`src/rtl/mult_pkg.sv`:
```
// Shared constants and state encoding for the sequential shift-add multiplier.
package mult_pkg;
  localparam int WIDTH = 16;
  localparam int ITER  = 16;
  localparam int CNT_W = 5;

  // Encoding 2'd3 is unused and steers back to IDLE.
  typedef enum logic [1:0] {
    IDLE = 2'd0,
    CALC = 2'd1,
    DONE = 2'd2
  } state_t;
endpackage

```
`src/rtl/claAdder.sv`:
```
// 16-bit combinational carry-lookahead adder: 4-bit groups, lookahead across groups.
module claAdder (
  input  logic [15:0] in1,
  input  logic [15:0] in2,
  input  logic        cin,
  output logic [15:0] sum,
  output logic        cout
);
  logic [15:0] g;
  logic [15:0] p;

  assign g = in1 & in2;
  assign p = in1 ^ in2;

  always_comb begin
    logic       gcarry;
    logic       carry;
    logic [3:0] gg;
    logic [3:0] gp;
    sum    = '0;
    gg     = '0;
    gp     = '0;
    gcarry = cin;
    carry  = 1'b0;
    for (int k = 0; k < 4; k++) begin
      gp[k] = &p[4*k +: 4];
      gg[k] = g[4*k+3]
            | (p[4*k+3] & g[4*k+2])
            | (p[4*k+3] & p[4*k+2] & g[4*k+1])
            | (p[4*k+3] & p[4*k+2] & p[4*k+1] & g[4*k]);
      carry = gcarry;
      for (int j = 0; j < 4; j++) begin
        sum[4*k+j] = p[4*k+j] ^ carry;
        carry      = g[4*k+j] | (p[4*k+j] & carry);
      end
      // Group carry comes from group G/P, not from the in-group ripple.
      gcarry = gg[k] | (gp[k] & gcarry);
    end
    cout = gcarry;
  end
endmodule

```
`src/rtl/shift_add_mult_ctrl.sv`:
```
// Sequential 16x16 unsigned shift-add multiplier; reuses one claAdder for all 16 iterations.
// Handshake: start is sampled only in IDLE; busy is high in CALC; done pulses one cycle when product is valid.
module shift_add_mult_ctrl
  import mult_pkg::*;
#(
  parameter int WIDTH = 16,
  parameter int CNT_W = 5
) (
  input  logic               clk,
  input  logic               rst,
  input  logic               start,
  input  logic [WIDTH-1:0]   multiplicand,
  input  logic [WIDTH-1:0]   multiplier,
  output logic               busy,
  output logic               done,
  output logic [2*WIDTH-1:0] product,
  output state_t             dbg_state
);
  state_t           state_q;
  state_t           state_d;
  logic [WIDTH-1:0] mcand;
  logic [WIDTH-1:0] acc;
  logic [WIDTH-1:0] mq;
  logic [CNT_W-1:0] cnt;
  logic [WIDTH-1:0] sum;
  logic             cout;

  claAdder u_cla (
    .in1  (acc),
    .in2  (mcand),
    .cin  (1'b0),
    .sum  (sum),
    .cout (cout)
  );

  always_ff @(posedge clk or posedge rst) begin
    if (rst) state_q <= IDLE;
    else     state_q <= state_d;
  end

  always_comb begin
    state_d = IDLE;
    busy    = 1'b0;
    done    = 1'b0;
    case (state_q)
      IDLE: state_d = start ? CALC : IDLE;
      CALC: begin
        busy    = 1'b1;
        state_d = (cnt == CNT_W'(ITER - 1)) ? DONE : CALC;
      end
      DONE: begin
        done    = 1'b1;
        state_d = IDLE;
      end
      default: state_d = IDLE;
    endcase
  end

  always_ff @(posedge clk or posedge rst) begin
    if (rst) begin
      mcand <= '0;
      acc   <= '0;
      mq    <= '0;
      cnt   <= '0;
    end else begin
      case (state_q)
        IDLE: if (start) begin
          mcand <= multiplicand;
          mq    <= multiplier;
          acc   <= '0;
          cnt   <= '0;
        end
        CALC: begin
          // Adder carry lands in acc MSB through the shift, so nothing is dropped.
          if (mq[0]) {acc, mq} <= {cout, sum, mq[WIDTH-1:1]};
          else       {acc, mq} <= {1'b0, acc, mq[WIDTH-1:1]};
          cnt <= cnt + CNT_W'(1);
        end
        default: ;
      endcase
    end
  end

  assign product   = {acc, mq};
  assign dbg_state = state_q;
endmodule
```
`config.mk`:
```
export PLATFORM = sky130hd
export DESIGN_NAME = shift_add_mult_ctrl
export DESIGN_NICKNAME = d
export VERILOG_FILES = /design/src/rtl/mult_pkg.sv /design/src/rtl/claAdder.sv /design/src/rtl/shift_add_mult_ctrl.sv
export SDC_FILE = /design/constraint.sdc
export NUM_CORES = 1
export LEC_CHECK = 0
export BUFFER_PORTS_ARGS = -buffer_cell sky130_fd_sc_hd__buf_2
export CAP_MARGIN = 20
export CORE_MARGIN = 4
export CORE_UTILIZATION = 39
export DETAILED_ROUTE_END_ITERATION = 10
export GPL_TIMING_DRIVEN = 0
export PLACE_DENSITY = 0.58
export SLEW_MARGIN = 30
export SYNTH_ARGS = -nofsm -noshare
export SYNTH_HDL_FRONTEND = slang
export SYNTH_HIERARCHICAL = 1
export SYNTH_SLANG_ARGS = --single-unit
```
`constraint.sdc`:
```
create_clock -name clk -period 3.95 [get_ports clk]
set_input_delay 0 -clock clk [delete_from_list [all_inputs] [get_ports clk]]
set_output_delay 0 -clock clk [all_outputs]
set_load 0.01 [all_outputs]
```
==> out/summary.txt <==
outcome -> completed
GR Overflow Total -> 0
share of cells above drive strength 1 -> 29.71%
CTS root buf -> clkbuf_8
Max VDD drop -> 0.3661 mV
CTS Buffer Depth -> 2
Total Routing Usage GR -> 15.81%
DP HPWL -> 5092 um
Slew headroom -> 60.60%
Yosys top cell area share -> 45.32%
Register Area -> 0.001376 mm^2
WP buf/inv -> 0
Top delay family on crit path -> adder cells
synthesized flop and latch total -> 55
leakage power figure -> 1.856 nW
synthesized area per cell -> 11.25 um^2
clk slew on worst S/H paths -> 0.11 ns
Power Density -> 786.0 mW/mm^2
worst-path cell chain -> ha_1, a21oi_1, nor2_1, a211oi_2, nand3_2, fa_1, fa_1, fa_1, xor2_1, mux2i_1, o21ai_0
met2 usage -> 26.34%
Routed WL -> 6925 um
largest net degree at the start of global routing -> 34
Area contributors post-synth -> dfrtp_1, fa_1, ha_1
CP Launch Type -> flop
post-layout min period -> 3.063 ns
crit path DAT -> 3.27 ns
setup violators final -> 0
Most Used Layer, Global Route -> met2
antenna diode count -> 0
first-pass GRT wire length -> 11460 um
area leader, netlist -> dfrtp_1
met3 global-route usage -> 2.815%
Clk Latency, worst-skew pair -> 0.32 ns
CTS tree -> built
sequential area share after synthesis -> 45.32%
Worst Setup End Kind -> flop
Die Y -> 96.24 um
vias -> 2341
Via density -> 4.918
Tcrit/Tclk final -> 77.53%
antenna violations before repair -> 0
num rows -> 31
Antenna Nets Post-Route -> 0
Avg WL per Cell -> 14.55 um
fillcell total -> 683
area delta synth->final -> 28.64%
multi-input logic area -> 0.001556 mm^2
CP required -> 4.16 ns
core area -> 0.007408 mm^2
Distinct cells, synth -> 40
Top cell by count, worst path -> fa_1
H-tree levels -> 2
RSZ-0062 raised after global routing -> no
starting DRC count in detailed routing -> 95
share of flip-flops with an asynchronous set or reset -> 100.0%
Most used DFF post-synth -> dfrtp_1
clock skew -> 0.01364 ns
Worst Hold Class -> in -> reg
DRC violations left -> 0
Die Wd -> 96.24 um
fin. max-slew vios -> 0
CP max stage delay -> 0.46 ns
slowest stage cell, crit path -> dfrtp_1
final hold violation count -> 0
nets -> 441
total of max-cap violations -> 0
Syn Std Cell Area -> 0.003037 mm^2
R2R Setup Slk -> 0.89 ns
commonest non-fill, non-tap cell in the layout -> buf_2
vias in the first global route -> 2354
Initial Util -> 40.99%
final hold slack -> 0.005351 ns
CP Class -> reg -> reg
DR pass1 iterations -> 4
gpl congestion -> 0.8039
Post-synth EDFFs -> 0
Sink Count -> 55
die area -> 0.009262 mm^2
Crit Path Max Fanout -> 5
Setup TNS -> 0 ns
M1 GR Usage -> 21.28%
number of port buffers -> 70
cell count after synthesis -> 270
commonest cells after routing, fill and taps aside -> buf_2, dfrtp_1, nand2_1
Least-Margin Pin Slew -> 0.5904 ns
fmax -> 326.5 MHz
Yosys Warn Count -> 6
cts bufs inserted -> 5
total I/O pin count -> 71
==> sequential cells by signal, summed over array words and instances (netlist names) <==
register	count
acc	16
mcand	16
dbg_state	2
mq	16
cnt	5
==> area by class of cell <==
class / count / share of cell area [%]
plain buffers: 13 / 1.794
clock inverters: 2 / 0.4164
well taps: 99 / 3.171
flip-flops and latches: 55 / 35.23
multi-input cells: 193 / 39.85
clock buffers: 6 / 2.114
repair buffers: 98 / 16.40
inverters: 10 / 1.025
==> Yosys cell counts, types with 2 or more instances <==
| cell type | n |
|---|---|
| a21oi_1 | 7 |
| a22oi_1 | 15 |
| buf_2 | 8 |
| clkbuf_1 | 3 |
| dfrtp_1 | 55 |
| fa_1 | 12 |
| ha_1 | 18 |
| inv_1 | 9 |
| mux2_2 | 16 |
| mux2i_1 | 17 |
| nand2_1 | 37 |
| nand2b_1 | 2 |
| nand4_1 | 2 |
| nor2_1 | 3 |
| nor2b_1 | 5 |
| nor3_1 | 2 |
| o21ai_0 | 32 |
| o21bai_1 | 2 |
| xor2_1 | 4 |
==> worst paths after layout <==
path | from | end | depth (start not counted)
max in group asynchronous | rst | mq[13] | 4
min in group asynchronous | rst | mcand[11] | 3
min reg2reg | cnt[4] | cnt[4] | 2
max reg2reg | acc[9] | acc[14] | 11
max | acc[9] | acc[14] | 11
min | multiplier[2] | mq[2] | 3
==> routing by layer <==
metal	wire, um	vias to the layer above
met5	0	-
met2	3302	42
met4	64	0
met3	324	6
li1	-	1160
met1	3233	1133
==> repair_timing <==
item,in CTS,in global routing
hold buffers,27,0
gates resized for setup,0,0
hold endpoints to repair,81,0
buffers inserted,0,0
==> worst register-to-register path, delay by kind of cell (launching register included) <==
kind                     cells  cell delay, ns
flip-flops                   1            0.46
AO/OA/AOI/OAI                3            0.46
adder cells (fa/ha/maj)      4            1.55
multiplexers                 1            0.12
AND/OR/NAND/NOR              2            0.21
XOR/XNOR                     1            0.15
==> power by group <==
group          total (mW)  internal, mW  switching, mW
sequential           1.10         0.834          0.263
clock               0.336         0.144          0.193
combinational        1.64         0.787          0.850
total                3.07          1.76           1.31
==> cell families after synthesis <==
kind of cell,count (synthesis),share of synthesized area (%)
AND/OR/NAND/NOR,58,9.230
AO/OA/AOI/OAI,66,13.76
other,1,0.1235
XOR/XNOR,4,1.154
adder cells (fa/ha/maj),30,15.33
flip-flops,55,45.32
multiplexers,33,11.54
buffers and inverters,23,3.543
==> through the flow <==
step	util [%]	setup WS, ns	instances	power, mW	cell area (um^2)
2_1_floorplan	-	1.093	271	2.235	3040
3_3_place_gp	47.44	0.8935	440	2.691	3515
3_5_place_dp	47.75	0.8747	441	2.761	3537
4_1_cts	52.73	0.8493	476	3.123	3906
5_1_grt	52.73	0.6456	476	3.386	3906
6_report	52.73	0.8874	476	3.070	3906
Power figures use the tool's default switching activity.
